File: src/rtl/seq_codes_enc_onehot_stream_if.sv
// Stream bundle for the one-hot encoder: code input side, binary result side,
// and the error-counter controls.
interface seq_codes_enc_onehot_stream_if #(
    parameter int unsigned NBITS = 8,
    parameter int unsigned CNTW  = 4
);
    localparam int unsigned OW = $clog2(NBITS);

    logic             in_val;
    logic             in_rdy;
    logic [NBITS-1:0] in_;
    logic             mode;
    logic             out_val;
    logic             out_rdy;
    logic [OW-1:0]    out;
    logic             out_err;
    logic             err_clear;
    logic [CNTW-1:0]  err_count;

    modport master (
        output in_val, in_, mode, out_rdy, err_clear,
        input  in_rdy, out_val, out, out_err, err_count
    );

    modport slave (
        input  in_val, in_, mode, out_rdy, err_clear,
        output in_rdy, out_val, out, out_err, err_count
    );
endinterface

File: src/rtl/seq_codes_enc_onehot_stream.sv
// Registered one-hot-to-binary encoder with valid/ready handshake, strict or
// priority decoding, and a saturating count of invalid codes.
module seq_codes_enc_onehot_stream #(
    parameter int unsigned NBITS = 8,
    parameter int unsigned CNTW  = 4
) (
    input logic                          clk,
    input logic                          reset,
    seq_codes_enc_onehot_stream_if.slave bus
);
    localparam int unsigned OW = $clog2(NBITS);

    logic [OW-1:0]   low_idx;
    logic            is_zero;
    logic            is_onehot;
    logic [OW-1:0]   enc_out;
    logic            enc_err;
    logic            accept;

    logic            out_val_q, out_val_d;
    logic [OW-1:0]   out_q, out_d;
    logic            out_err_q, out_err_d;
    logic [CNTW-1:0] err_count_q, err_count_d;

    // Scan from the top so the lowest set bit is the last one written.
    always_comb begin
        low_idx = '0;
        for (int unsigned i = NBITS; i > 0; i--) begin
            if (bus.in_[i-1]) low_idx = OW'(i - 1);
        end
    end

    assign is_zero   = (bus.in_ == '0);
    assign is_onehot = !is_zero && ((bus.in_ & (bus.in_ - NBITS'(1))) == '0);

    always_comb begin
        enc_err = bus.mode ? is_zero : !is_onehot;
        enc_out = enc_err ? '0 : low_idx;
    end

    assign bus.in_rdy = !out_val_q || bus.out_rdy;
    assign accept     = bus.in_val && bus.in_rdy;

    always_comb begin
        out_val_d   = out_val_q;
        out_d       = out_q;
        out_err_d   = out_err_q;
        err_count_d = err_count_q;

        if (accept) begin
            out_val_d = 1'b1;
            out_d     = enc_out;
            out_err_d = enc_err;
        end else if (bus.out_rdy) begin
            out_val_d = 1'b0;
        end

        if (bus.err_clear) begin
            err_count_d = '0;
        end else if (accept && enc_err && (err_count_q != '1)) begin
            err_count_d = err_count_q + CNTW'(1);
        end
    end

    always_ff @(posedge clk or negedge reset) begin
        if (!reset) begin
            out_val_q   <= 1'b0;
            out_q       <= '0;
            out_err_q   <= 1'b0;
            err_count_q <= '0;
        end else begin
            out_val_q   <= out_val_d;
            out_q       <= out_d;
            out_err_q   <= out_err_d;
            err_count_q <= err_count_d;
        end
    end

    assign bus.out_val   = out_val_q;
    assign bus.out       = out_q;
    assign bus.out_err   = out_err_q;
    assign bus.err_count = err_count_q;
endmodule

File: src/flat_wrapper.sv
// flat-port wrapper written by rule: the top's interface ports become plain ports
module seq_codes_enc_onehot_stream_flat 
#(
    parameter int unsigned NBITS = 8,
    parameter int unsigned CNTW  = 4
)
  (clk, reset, bus_in_val, bus_in_, bus_mode, bus_out_rdy, bus_err_clear, bus_in_rdy, bus_out_val, bus_out, bus_out_err, bus_err_count);
  seq_codes_enc_onehot_stream_if #(.NBITS(NBITS), .CNTW(CNTW)) bus_i ();
  input logic clk;
  input logic reset;
  input wire logic [$bits(bus_i.in_val)-1:0] bus_in_val;
  input wire logic [$bits(bus_i.in_)-1:0] bus_in_;
  input wire logic [$bits(bus_i.mode)-1:0] bus_mode;
  input wire logic [$bits(bus_i.out_rdy)-1:0] bus_out_rdy;
  input wire logic [$bits(bus_i.err_clear)-1:0] bus_err_clear;
  output wire logic [$bits(bus_i.in_rdy)-1:0] bus_in_rdy;
  output wire logic [$bits(bus_i.out_val)-1:0] bus_out_val;
  output wire logic [$bits(bus_i.out)-1:0] bus_out;
  output wire logic [$bits(bus_i.out_err)-1:0] bus_out_err;
  output wire logic [$bits(bus_i.err_count)-1:0] bus_err_count;
  assign bus_i.in_val = bus_in_val;
  assign bus_i.in_ = bus_in_;
  assign bus_i.mode = bus_mode;
  assign bus_i.out_rdy = bus_out_rdy;
  assign bus_i.err_clear = bus_err_clear;
  assign bus_in_rdy = bus_i.in_rdy;
  assign bus_out_val = bus_i.out_val;
  assign bus_out = bus_i.out;
  assign bus_out_err = bus_i.out_err;
  assign bus_err_count = bus_i.err_count;
  seq_codes_enc_onehot_stream #(.NBITS(NBITS), .CNTW(CNTW)) u_core (.clk(clk), .reset(reset), .bus(bus_i));
endmodule
File: config.mk
export PLATFORM = sky130hd
export DESIGN_NAME = seq_codes_enc_onehot_stream_flat
export DESIGN_NICKNAME = d
export VERILOG_FILES = /design/src/rtl/seq_codes_enc_onehot_stream_if.sv /design/src/rtl/seq_codes_enc_onehot_stream.sv /design/src/flat_wrapper.sv
export SDC_FILE = /design/constraint.sdc
export NUM_CORES = 1
export LEC_CHECK = 0
export ABC_AREA = 1
export CORE_MARGIN = 4
export CORE_UTILIZATION = 29
export CTS_BUF_LIST = sky130_fd_sc_hd__clkbuf_4
export DETAILED_ROUTE_END_ITERATION = 8
export SYNTH_ARGS = -nofsm -noshare
export SYNTH_HDL_FRONTEND = slang
export SYNTH_SLANG_ARGS = --single-unit
File: constraint.sdc
create_clock -name clk -period 1.2 [get_ports clk]
set_input_delay 0.18 -clock clk [delete_from_list [all_inputs] [get_ports clk]]
set_output_delay 0.18 -clock clk [all_outputs]
set_load 0.01 [all_outputs]
# ---- Yosys cells after proc, flatten, opt, wreduce, memory -nomap -nowiden
# Cells that the tools add are included.
dict set report word_totals {
  regBits 9
  memories 0
  input_bits 14
  rom_bits 0
  latch_bits 0
  mem_bits_rw 0
}
dict set report classes {
  addsub 2
  div_mod_pow 0
  reduce_logical 12
  order_cmp 0
  muxes 14
  n_eq_ne 1
  mul 0
  shift 0
  bitwise_logic 1
}
# operator count
set op_table {}
lappend op_table {{$mux W3} 9}
lappend op_table {{$logic_not A8 Y1} 2}
lappend op_table {{$and A8 B8 Y8} 1}
lappend op_table {{$mux W4} 2}
lappend op_table {{$sub A8 B1 Y8 const B} 1}
lappend op_table {{$add A4 B1 Y4 const B} 1}
lappend op_table {{$logic_and A1 B1 Y1} 4}
lappend op_table {{$ne A4 B4 Y1 const B} 1}
lappend op_table {{$reduce_bool A2 Y1} 2}
lappend op_table {{$logic_not A1 Y1} 3}
lappend op_table {{$mux W1} 3}
lappend op_table {{$logic_or A1 B1 Y1} 1}

# ---- Logic depth before layout (Yosys ltp)
dict set report logic_depth {
  word_depth 10
  ltp_mapped 12
  mapped_depth_nobuf 12
}

# ---- Least setup slack after synthesis
# Ideal clock, no wire load.
dict set report synth_timing {
  path_type {register -> register}
  startpoint {register u_core.out_val_q (netlist: u_core.bus.out_val)}
  endpoint {register u_core.out_q[0] (netlist: u_core.bus.out[0])}
  t_arrival_ps 1114
  path_stages_with_launch 6
  path_slack_ps -6
  period_less_slack_ps 1206
  setup_time_ps 92
  required_ps 1108
  n_path_buf 0
  path_cell_list {dfrtp_1 -> nand2_1 -> nand2_1 -> inv_1 -> nand2_1 -> o31ai_2}
}
dict set report synth_via {
  elab_chain_cells 3
}
# item line
set synth_lines {}
lappend synth_lines {{start, declared} seq_codes_enc_onehot_stream.sv:20} ;# logic out_val_q, out_val_d;
lappend synth_lines {{start signal, assigned} seq_codes_enc_onehot_stream.sv:72} ;# out_val_q <= out_val_d;
lappend synth_lines {{$logic_not A1 Y1} seq_codes_enc_onehot_stream.sv:41} ;# assign bus.in_rdy = !out_val_q || bus.out_rdy;
lappend synth_lines {{$logic_or A1 B1 Y1} seq_codes_enc_onehot_stream.sv:41}
lappend synth_lines {{via bus_in_rdy} flat_wrapper.sv:16} ;# output wire logic [$bits(bus_i.in_rdy)-1:0] bus_in_rdy;
lappend synth_lines {{$logic_and A1 B1 Y1} seq_codes_enc_onehot_stream.sv:42} ;# assign accept = bus.in_val && bus.in_rdy;
lappend synth_lines {{end signal, assigned} seq_codes_enc_onehot_stream.sv:73} ;# out_q <= out_d;
lappend synth_lines {{end, declared} seq_codes_enc_onehot_stream.sv:21} ;# logic [OW-1:0] out_q, out_d;
# The timed path passes the listed nets, and every way through them passes these cells.
# A chain may end at the register's enable or synchronous reset.

# ---- Worst setup path in the final report
dict set report layout_timing {
  startpoint {register u_core.err_count_q[2] (netlist: u_core.bus.err_count[2])}
  endpoint {output port bus_err_count[2]}
}
# item line
set layout_rtl {}
lappend layout_rtl {{start, declared} seq_codes_enc_onehot_stream.sv:23} ;# logic [CNTW-1:0] err_count_q, err_count_d;
lappend layout_rtl {{start signal, assigned} seq_codes_enc_onehot_stream.sv:75} ;# err_count_q <= err_count_d;
lappend layout_rtl {{end, declared} flat_wrapper.sv:20} ;# output wire logic [$bits(bus_i.err_count)-1:0] bus_err_count;
# No word-level cell between the ends.

==> results.json <==
{
  "status": "finished clean",
  "clk_pin_slew_worst_paths_ns": 0.06,
  "clkPwrFrac": 0.268,
  "grt_start_max_net_pins": 10,
  "vias": 716,
  "track_usage": 0.104,
  "critPathSlowestCell": "dfrtp_1",
  "min_path_type": "primary input to asynchronous set/reset pin",
  "dieArea_sq_um": 3090,
  "first_global_vias": 700,
  "finClkSkew_ns": 0.000504,
  "routedWlPerCell_microns": 9.90,
  "p_per_area_nw_per_um2": 849,
  "port_buffers": 23,
  "cp_top_family": "flip-flops",
  "place_hpwl_microns": 1330,
  "insertion_delay_ns": 0.26,
  "arrival_ns": 0.99,
  "antenna_found_initial": 0,
  "clkSinkCount": 9,
  "synth_nets": 107,
  "multiInputGateArea_sq_um": 404,
  "start_util": 0.318,
  "worst-path-max-fanout": 5,
  "seqPwrFrac": 0.383,
  "drv_cap": 0,
  "ys_async_sr_fraction": 1.00,
  "syn_area_per_cell_sq_um": 7.13,
  "period_minus_slack_ns": 1.17,
  "worst_pin_slew_ns": 0.385,
  "synthCells": 92,
  "crit_required_ns": 1.02,
  "utilization": 0.530,
  "cts_buffers": 3,
  "yosysSeqAreaShare": 0.344,
  "regArea_sq_um": 225,
  "ios": 24,
  "place_congestion": 0.869,
  "first_iter_violations": 5,
  "worstSetupStartpointType": "flip-flop",
  "hold-worst-slack_ns": 0.209,
  "critPathKind": "flip-flop to output port",
  "htree_levels": 1,
  "slew_headroom": 0.742,
  "antenna_cells": 0,
  "final_max_slew_viol_count": 0,
  "ys_types": 23,
  "antenna_left": 0,
  "layout.nets": 155,
  "p_sw_mw": 0.281,
  "syn-cell-area_sq_um": 656,
  "cts_tree": "built",
  "cp.buffers_inverters": 1,
  "grt_pass1_wl_microns": 2670,
  "viasPerCell": 4.31,
  "end_kind": "output port",
  "drive_gt1_frac": 0.417,
  "drc": 0,
  "die_x_microns": 55.5,
  "synth_edf_count": 0,
  "overflow": 0,
  "clockBufferDepth": 2,
  "finalSetupTns_ns": 0,
  "cts_hold_buffers": 0,
  "max_stage_delay_ns": 0.43,
  "place_inst": 157,
  "final_cell_count_no_fill": 166,
  "cts_root_buf": "clkbuf_4",
  "ys.flop_type": "dfrtp_1",
  "final_area_sq_um": 1090,
  "crit_chain": "dlygate4sd2_1",
  "ys_seq_elements": 9,
  "setup_viol": 0,
  "ff2ff_setup_slack_ns": 0.05,
  "rsz0062_at_grt": "yes",
  "yosysWarnings": 0,
  "p_leak_nw": 0.600,
  "hold_viol": 0,
  "dr.pass1.iters": 3,
  "ir_worst_vdd_v": 0.000410,
  "fin_crit_sh": 0.979,
  "die_h_microns": 55.5,
  "fillers": 220,
  "rows": 16,
  "drt_wl_total_microns": 1640,
  "max_freq_mhz": 851,
  "area_growth_pct": 66.8,
  "placed_cell_area_sq_um": 1030,
  "core-area_sq_um": 2060,
  "pwr-share-comb": 0.349,
  "intPower_mw": 0.648,
  "switching_share": 0.303
}
-- cells in the final DEF, fill, tap and decap left out --
cell type,count
dlymetal6s2s_1,1
o21ai_2,1
nor2_2,2
xor2_1,1
clkdlybuf4s50_1,5
buf_4,20
o22ai_1,1
inv_4,1
nand2_1,22
clkbuf_2,6
o21bai_4,1
o21ai_1,2
nand3_4,1
ha_2,1
nand2_4,2
nand4_1,1
nor2_4,2
nand3_2,1
nand3_1,6
nand2_2,11
nor2_1,7
inv_2,4
clkbuf_4,4
o31ai_2,1
a21oi_1,3
o21ai_0,1
clkdlybuf4s15_1,2
dfrtp_1,9
nor3_1,1
inv_1,10
dlygate4sd2_1,9
-- flip-flops by register name, summed over array words and instances (netlist names) --
name / flops
u_core.bus.out_err: 1
u_core.bus.out_val: 1
u_core.bus.out: 3
u_core.bus.err_count: 4
-- logic make-up (layout without fill, tap and decap cells) --
group / count (synthesis) / in the layout / share of synthesized area
adders and majority gates: 1 / 1 / 0.0191
buffers and inverters: 15 / 62 / 0.0859
DFF: 9 / 9 / 0.344
and+or+nand+nor: 56 / 56 / 0.433
xor gates and xnor gates: 1 / 1 / 0.0134
AOI/OAI and AO/OA: 10 / 10 / 0.105
-- metal layers --
layer,global-route usage,vias up,wire (microns)
met5,0,-,0
met4,0.0590,0,23
met3,0.0210,2,130
met2,0.176,22,812
met1,0.120,310,678
li1,-,382,-
-- through the flow --
stage | total power, mW | worst slack (ns)
6_report | 0.929 | 0.0256
5_1_grt | 0.996 | -0.0357
4_1_cts | 0.923 | -0.00958
3_5_place_dp | 0.689 | -0.524
3_3_place_gp | 0.684 | -0.467
2_1_floorplan | 0.495 | 0.0264
-- power groups by stage --
stage          logic (mW)  registers [mW]  clock network, mW
3_5_place_dp        0.327           0.363                  0
5_1_grt             0.363           0.359              0.275
6_report            0.324           0.356              0.249
3_3_place_gp        0.321           0.363                  0
4_1_cts             0.303           0.356              0.263
2_1_floorplan       0.118           0.376                  0
-- worst register-to-register path, cell delays in order, from the launching register on --
cell and delay (ns):
dfrtp_1 0.40, ha_2 0.20, nand2_2 0.06, inv_2 0.04, nand2_2 0.07, nand3_4 0.10, nand2_4 0.11, nand2_1 0.06
nand2_1 0.05
-- cell usage after synthesis, drive strengths merged, types with 3 or more instances --
library cell,n,share of area
o21ai,4,0.036
dfrtp,9,0.34
nor2,11,0.090
a21oi,3,0.023
nand2,35,0.24
inv,15,0.086
nand3,8,0.088
-- repair_timing --
action                                  4_1_cts  5_1_grt
endpoints found under the hold margin         0        0
pin swaps                                     5       15
endpoints found under the setup margin       18        7
setup buffers                                 3        2
resized for setup                            22       23
-- path summary, 6_finish.rpt --
check,endpoint,cells after the start,startpoint
worst min register to register,u_core.bus.out[1]$_DFFE_PN0P_,2,u_core.bus.out[1]$_DFFE_PN0P_
min in group clk,u_core.bus.out[0]$_DFFE_PN0P_,3,bus_in_[1]
worst max register to register,u_core.bus.err_count[1]$_DFFE_PN0P_,8,u_core.bus.err_count[1]$_DFFE_PN0P_
max in group asynchronous,u_core.bus.err_count[0]$_DFFE_PN0P_,1,reset
worst min-delay path,u_core.bus.out[0]$_DFFE_PN0P_,1,reset
worst max-delay path,bus_err_count[2],1,u_core.bus.err_count[2]$_DFFE_PN0P_
-- area by class of cell --
| class | count | share of cell area |
|---|---|---|
| multi-input cells | 68 | 0.370 |
| repair buffers | 43 | 0.312 |
| flip-flops and latches | 9 | 0.206 |
| inverters | 15 | 0.0538 |
| well taps | 27 | 0.0309 |
| clock buffers | 4 | 0.0275 |
Note: power is estimated with default switching activity, not from simulation.
